## config.mk

```make
export PLATFORM = sky130hd
export DESIGN_NAME = fifo_level
export DESIGN_NICKNAME = d
export VERILOG_FILES = /design/src/rtl/imt_fifo_pkg.sv /design/src/rtl/fifo_wrap_ptr.sv /design/src/rtl/fifo_level.sv
export SDC_FILE = /design/constraint.sdc
export NUM_CORES = 1
export LEC_CHECK = 0
export BUFFER_PORTS_ARGS = -buffer_cell sky130_fd_sc_hd__buf_2
export CAP_MARGIN = 20
export CORE_MARGIN = 3
export CORE_UTILIZATION = 64
export DETAILED_ROUTE_END_ITERATION = 10
export PLACE_DENSITY_LB_ADDON = 0.08
export SLEW_MARGIN = 20
export SYNTH_ARGS = -nofsm -noshare
export SYNTH_HDL_FRONTEND = slang
export SYNTH_SLANG_ARGS = --single-unit
```

## constraint.sdc

```tcl
create_clock -name clk -period 5.55 [get_ports clk]
set_input_delay 0.8325 -clock clk [delete_from_list [all_inputs] [get_ports clk]]
set_output_delay 0.8325 -clock clk [all_outputs]
set_load 0.01 [all_outputs]
```

## src/rtl/imt_fifo_pkg.sv

```systemverilog
`default_nettype none
// ============================================================================
//  Module      : imt_fifo_pkg
//  Description : Shared FIFO helpers. Provides the level-width function, the
//                status struct used by FIFO wrappers, and the async-reset
//                enabled flop macro used for FIFO storage registers.
//  Ports       : none (package)
//  Revision    : 1.0  initial release
// ============================================================================

// Enabled flop with asynchronous active-low reset.
`ifndef IMT_FFARNE
`define IMT_FFARNE(q, d, en, rst_val, clk, rst_n) \
  always_ff @(posedge clk or negedge rst_n) begin \
    if (!rst_n) q <= (rst_val); \
    else if (en) q <= (d); \
  end
`endif

package imt_fifo_pkg;

  // Width able to hold every value 0..depth inclusive.
  function automatic int cnt_width(input int depth);
    return $clog2(depth + 1);
  endfunction

  typedef struct packed {
    logic full;
    logic empty;
    logic almost_full;
    logic almost_empty;
    logic overflow;
    logic underflow;
  } fifo_status_t;

endpackage
`default_nettype wire

```

## src/rtl/fifo_wrap_ptr.sv

```systemverilog
`default_nettype none
// ============================================================================
//  Module      : fifo_wrap_ptr
//  Description : Modulo-DEPTH pointer. Counts 0..DEPTH-1 and wraps to 0,
//                correct for any DEPTH (not only powers of two).
//  Ports       : clk    - clock
//                rst_n  - asynchronous active-low reset
//                clr_i  - synchronous clear to 0 (priority over inc_i)
//                inc_i  - advance by one
//                ptr_o  - current pointer value
//  Revision    : 1.0  initial release
// ============================================================================
module fifo_wrap_ptr #(
  parameter int DEPTH = 8,
  localparam int PtrWidth = $clog2(DEPTH)
) (
  input  logic                clk,
  input  logic                rst_n,
  input  logic                clr_i,
  input  logic                inc_i,
  output logic [PtrWidth-1:0] ptr_o
);

  localparam logic [PtrWidth-1:0] c_last = PtrWidth'(DEPTH - 1);

  logic [PtrWidth-1:0] r_ptr;

  always_ff @(posedge clk or negedge rst_n) begin
    if (!rst_n) begin
      r_ptr <= '0;
    end else if (clr_i) begin
      r_ptr <= '0;
    end else if (inc_i) begin
      // Explicit wrap: natural binary rollover only works for 2**n depths.
      r_ptr <= (r_ptr == c_last) ? '0 : r_ptr + PtrWidth'(1);
    end
  end

  assign ptr_o = r_ptr;

endmodule
`default_nettype wire

```

## src/rtl/fifo_level.sv

```systemverilog
`default_nettype none
// ============================================================================
//  Module      : fifo_level
//  Description : Synchronous FIFO with arbitrary depth, optional first-word
//                fall-through, push-while-full-with-pop, fill level,
//                programmable almost-full/empty flags and sticky
//                overflow/underflow flags.
//  Ports       : clk, rst_n          - clock, async active-low reset
//                flush_i             - clear pointers, level and error flags
//                push_i, data_i      - write request and data
//                pop_i, data_o       - read request and head entry
//                full_o, empty_o     - level == DEPTH / level == 0
//                level_o             - stored entry count
//                af_thresh_i         - almost_full_o  = level >= threshold
//                ae_thresh_i         - almost_empty_o = level <= threshold
//                clr_err_i           - clear sticky error flags
//                overflow_o          - sticky: a push was refused
//                underflow_o         - sticky: a pop was refused
//  Revision    : 1.0  initial release
// ============================================================================
module fifo_level
  import imt_fifo_pkg::*;
#(
  parameter int  DATA_WIDTH   = 64,
  parameter int  DEPTH        = 8,
  parameter bit  FALL_THROUGH = 1'b0,
  parameter type data_t       = logic [DATA_WIDTH-1:0],
  localparam int CntWidth     = cnt_width(DEPTH)
) (
  input  logic                clk,
  input  logic                rst_n,
  input  logic                flush_i,
  input  logic                push_i,
  input  data_t               data_i,
  input  logic                pop_i,
  output data_t               data_o,
  output logic                full_o,
  output logic                empty_o,
  output logic [CntWidth-1:0] level_o,
  input  logic [CntWidth-1:0] af_thresh_i,
  input  logic [CntWidth-1:0] ae_thresh_i,
  output logic                almost_full_o,
  output logic                almost_empty_o,
  input  logic                clr_err_i,
  output logic                overflow_o,
  output logic                underflow_o
);

  localparam int PtrWidth = $clog2(DEPTH);
  localparam logic [CntWidth-1:0] c_depth = CntWidth'(DEPTH);

  data_t               r_mem [DEPTH];
  logic [CntWidth-1:0] r_level;
  logic                r_overflow;
  logic                r_underflow;

  logic [PtrWidth-1:0] w_rd_ptr;
  logic [PtrWidth-1:0] w_wr_ptr;
  logic                w_empty;
  logic                w_full;
  logic                w_bypass;
  logic                w_push_acc;
  logic                w_pop_acc;
  logic                w_wr_en;
  logic                w_rd_en;
  logic                w_push_err;
  logic                w_pop_err;
  fifo_status_t        w_status;

  // --------------------------------------------------------------------------
  // Accept logic
  // --------------------------------------------------------------------------
  assign w_empty  = (r_level == '0);
  assign w_full   = (r_level == c_depth);

  // Fall-through bypass: the word goes straight from data_i to the consumer,
  // so neither pointer moves and the level is untouched.
  assign w_bypass   = FALL_THROUGH && w_empty && push_i && pop_i;

  // A pop in the same cycle frees the head slot, so a full FIFO may accept.
  assign w_push_acc = push_i && !flush_i && (!w_full || pop_i);
  assign w_pop_acc  = pop_i  && !flush_i && (!w_empty || w_bypass);

  assign w_wr_en    = w_push_acc && !w_bypass;
  assign w_rd_en    = w_pop_acc  && !w_bypass;

  // Flush drops the request silently, so it never counts as refused.
  assign w_push_err = push_i && !w_push_acc && !flush_i;
  assign w_pop_err  = pop_i  && !w_pop_acc  && !flush_i;

  // --------------------------------------------------------------------------
  // Pointers
  // --------------------------------------------------------------------------
  fifo_wrap_ptr #(
    .DEPTH (DEPTH)
  ) u_wr_ptr (
    .clk   (clk),
    .rst_n (rst_n),
    .clr_i (flush_i),
    .inc_i (w_wr_en),
    .ptr_o (w_wr_ptr)
  );

  fifo_wrap_ptr #(
    .DEPTH (DEPTH)
  ) u_rd_ptr (
    .clk   (clk),
    .rst_n (rst_n),
    .clr_i (flush_i),
    .inc_i (w_rd_en),
    .ptr_o (w_rd_ptr)
  );

  // --------------------------------------------------------------------------
  // Storage. When full with a pop, wr_ptr equals rd_ptr, so the new word
  // overwrites the slot being read out this cycle.
  // --------------------------------------------------------------------------
  generate
    for (genvar i = 0; i < DEPTH; i++) begin : g_mem
      logic w_sel;
      assign w_sel = w_wr_en && (w_wr_ptr == PtrWidth'(i));
      `IMT_FFARNE(r_mem[i], data_i, w_sel, '0, clk, rst_n)
    end
  endgenerate

  // --------------------------------------------------------------------------
  // Level and sticky error flags
  // --------------------------------------------------------------------------
  always_ff @(posedge clk or negedge rst_n) begin
    if (!rst_n) begin
      r_level <= '0;
    end else if (flush_i) begin
      r_level <= '0;
    end else begin
      r_level <= r_level + CntWidth'(w_wr_en) - CntWidth'(w_rd_en);
    end
  end

  always_ff @(posedge clk or negedge rst_n) begin
    if (!rst_n) begin
      r_overflow  <= 1'b0;
      r_underflow <= 1'b0;
    end else if (flush_i || clr_err_i) begin
      // Clear wins over a coincident set.
      r_overflow  <= 1'b0;
      r_underflow <= 1'b0;
    end else begin
      r_overflow  <= r_overflow  || w_push_err;
      r_underflow <= r_underflow || w_pop_err;
    end
  end

  // --------------------------------------------------------------------------
  // Outputs
  // --------------------------------------------------------------------------
  always_comb begin
    data_o = '0;
    if (!w_empty) begin
      data_o = r_mem[w_rd_ptr];
    end else if (FALL_THROUGH && push_i) begin
      data_o = data_i;
    end
  end

  // Thresholds at 0 / >= DEPTH force the flags high through the plain compare.
  always_comb begin
    w_status              = '0;
    w_status.full         = w_full;
    w_status.empty        = w_empty;
    w_status.almost_full  = (r_level >= af_thresh_i);
    w_status.almost_empty = (r_level <= ae_thresh_i);
    w_status.overflow     = r_overflow;
    w_status.underflow    = r_underflow;
  end

  assign full_o         = w_status.full;
  assign empty_o        = w_status.empty;
  assign almost_full_o  = w_status.almost_full;
  assign almost_empty_o = w_status.almost_empty;
  assign overflow_o     = w_status.overflow;
  assign underflow_o    = w_status.underflow;
  assign level_o        = r_level;

endmodule
`default_nettype wire

```

==> impl_metrics.yaml <==
clock_tree:
  cts_resized: 0
  post_cts_buffers: 0
  h-tree-depth: 2
  numCtsBuffers: 53
  cts.path.max_buffers: 3
  clock_sinks: 524
  cts-root-buf: "clkbuf_16"
  cts_tree: "built"
  clk_pin_slew_worst_paths_ns: 0.06
  worst_skew_pair.late_latency_ns: 0.59
  ctsHoldBuffers: 0
synthesis:
  synth_fp_nets: 1524
  yosysWarnings: 0
  ys_ff_latch: 524
  synth_flop_cell: "dfrtp_1"
  synth_area_um2: 24000
  synthTopCellsByArea: "dfrtp_1, mux2_2, mux4_2"
  ys_types: 35
  synth_top_area_share_pct: 54.64
  synth_top_area_cell: "dfrtp_1"
  syn_area_per_cell_um2: 16.86
  synth_cells: 1423
  ys_async_sr_fraction_pct: 100.0
  ys_seq_area_share_pct: 54.64
  synth_edf_count: 0
outcome:
  status: "finished clean"
placed_design:
  place_area_um2: 25110
  gp_congestion: 0.7375
  post-place-ws_ns: 1.733
  port_buffers: 151
  hpwlAfterDp_mm: 28.26
sta:
  maxSlewViolCount: 0
  relSlewSlack_pct: 27.38
  tightest_slew_ns: 1.089
  skew_ns: 0.01412
  max_freq_mhz: 246.3
  finalCritPeriodShare_pct: 73.15
  setup_viol: 0
  hold_viol_final: 0
  finalSetupTns_ns: 0
  rsz0062_at_grt: "false"
  post-route-min-period_ns: 4.060
  fin_ws_ns: 1.490
floorplan:
  row_count: 70
  coreArea_um2: 36790
  io_pins: 152
  die_area_um2: 39860
  die_y_um: 199.6
  die_w_um: 199.6
  initial_core_util_pct: 65.24
flow_run:
  cap_violations: 0
critical_path:
  critical_path_depth: 8
  path_class: "flip-flop to primary output"
  cpMostUsedCell: "inv_1"
  max_stage_delay_ns: 0.81
  path_cells: "inv_1, ha_1, or3b_2, inv_1, nor2_4, buf_12, a22o_1, buf_2"
  cpMaxStageDelayCell: "nor2_4"
  cp_num_buf_inv: 4
  ff2ff_setup_slack_ns: 2.10
  start_kind: "flip-flop"
  cpLargestDelayFamily: "simple AND/OR/NAND/NOR gates"
  reg2reg_from: "level_o[2]"
  r2r_cells: 7
  worstPathRequired_ns: 4.72
  timing.rr.end: "r_mem[163]"
  worst_ep_arrival_time_ns: 3.23
  cp_max_fo: 37
  crit_path_end_kind: "primary output"
route:
  ant_nets: 0
  drt-pass1-iter-count: 4
  wire_per_inst_um: 24.20
  routed_wl_mm: 50.01
  vias: 13070
  drtIter0Drc: 813
  vias_per_cell: 6.323
  drc: 0
finish:
  fill_cells: 2289
  multiInputGateArea_um2: 10340
  area_growth_pct: 12.26
  drive_gt1_share_pct: 55.67
  nNetsFinal: 1654
  fin_area_um2: 26940
  regArea_um2: 13120
  postLayoutCoreUtil_pct: 73.23
power:
  power_leakage_nw: 12.71
  irDropWorstVdd_mv: 0.4137
  power.density_nw_per_um2: 486.8
grt:
  grt_overflow_total: 0
  grt.total_usage_pct: 26.21
  antenna_found_initial: 8
  grt_pass1_wl_mm: 80.65
  first_global_vias: 14270
  grt_max_degree: 134
min_path:
  hold_path.class: "primary input to async pin"
==> logic make-up after synthesis <==
family | after synthesis | share of synthesized area, %
multiplexers | 640 | 37.91
flip-flops | 524 | 54.64
buffers and inverters | 115 | 2.508
AO/OA/AOI/OAI | 80 | 2.727
AND/OR/NAND/NOR | 39 | 0.9072
adder cells (fa/ha/maj) | 23 | 1.230
XOR/XNOR | 2 | 0.07301
==> metrics by stage <==
stage                     total power, mW  hold WS, ns  cells
after CTS                           13.23       0.2977   2063
after global placement              9.335       0.4687   1966
final                               13.11       0.2644   2067
after floorplan                     8.252       0.4587   1423
after detailed placement            9.499       0.4804   1966
after global routing                13.82       0.3333   2065
==> Yosys cell counts, types with 2 or more instances <==
master	count
dfrtp_1	524
nand2_2	2
mux2_4	120
nor2b_1	2
mux2_1	19
buf_2	52
o31ai_1	3
buf_6	14
mux2_2	373
a22o_1	64
inv_1	20
ha_1	22
mux4_2	128
xnor2_1	2
nor3_1	3
nor2_1	8
a21oi_1	8
or3_1	2
o21ai_0	2
and3_1	4
nand2_1	10
clkbuf_1	28
==> worst max-delay path by stage <==
stage / from / slack (ns) / end
4_1_cts: u_rd_ptr.ptr_o[0] / 1.36 / data_o[42]
5_1_grt: u_rd_ptr.ptr_o[0] / 1.25 / data_o[30]
3_3_place_gp: flush_i / 1.83 / r_mem[174]
6_report: level_o[2] / 1.49 / data_o[30]
2_1_floorplan: level_o[2] / 2.81 / data_o[10]
3_5_place_dp: flush_i / 1.73 / r_mem[240]
==> metal layers <==
layer	track usage (%)	up-vias	routed length, um
met2	41.55	261	24250
li1	-	5629	-
met5	0	-	67
met1	37.98	7098	22230
met4	6.823	10	896
met3	5.294	71	2569
==> report_power, final <==
| group | internal [mW] | switching [mW] |
|---|---|---|
| clock | 2.23 | 1.46 |
| combinational | 2.26 | 1.55 |
| sequential | 4.94 | 0.671 |
| total | 9.44 | 3.68 |
==> area by class of cell <==
| type | count | area share, % |
|---|---|---|
| Multi-Input combinational cell | 784 | 38.39 |
| Clock inverter | 14 | 0.7524 |
| Sequential cell | 524 | 48.70 |
| Clock buffer | 83 | 6.019 |
| Timing Repair Buffer | 170 | 3.651 |
| Antenna cell | 4 | 0.03716 |
| Inverter | 20 | 0.2787 |
| Tap cell | 468 | 2.174 |
==> registers in the layout (all words and copies together) (netlist names) <==
signal          cells
r_mem             512
level_o             4
u_rd_ptr.ptr_o      3
u_wr_ptr.ptr_o      3
overflow_o          1
underflow_o         1
==> cell usage in the layout (no fill, tap or decap), types with 2 or more instances in the layout <==
cell       count
a22o_1        64
inv_1         20
clkbuf_1      14
nand2_1        7
ha_1          22
clkinv_2       7
bufinv_16      5
or3_1          2
clkbuf_8      14
dfrtp_1      522
buf_12         6
buf_2        150
and3_4         3
nor2b_1        2
nor3_1         3
mux2_4       120
nand2_4        5
a21oi_1        8
dfrtp_4        2
mux2_2       373
o21ai_0        2
diode_2        4
mux2_1        19
mux4_2       128
nor2_1         7
xnor2_1        2
buf_4         13
clkbuf_16     55
o31ai_1        3
Power figures use the tool's default switching activity.
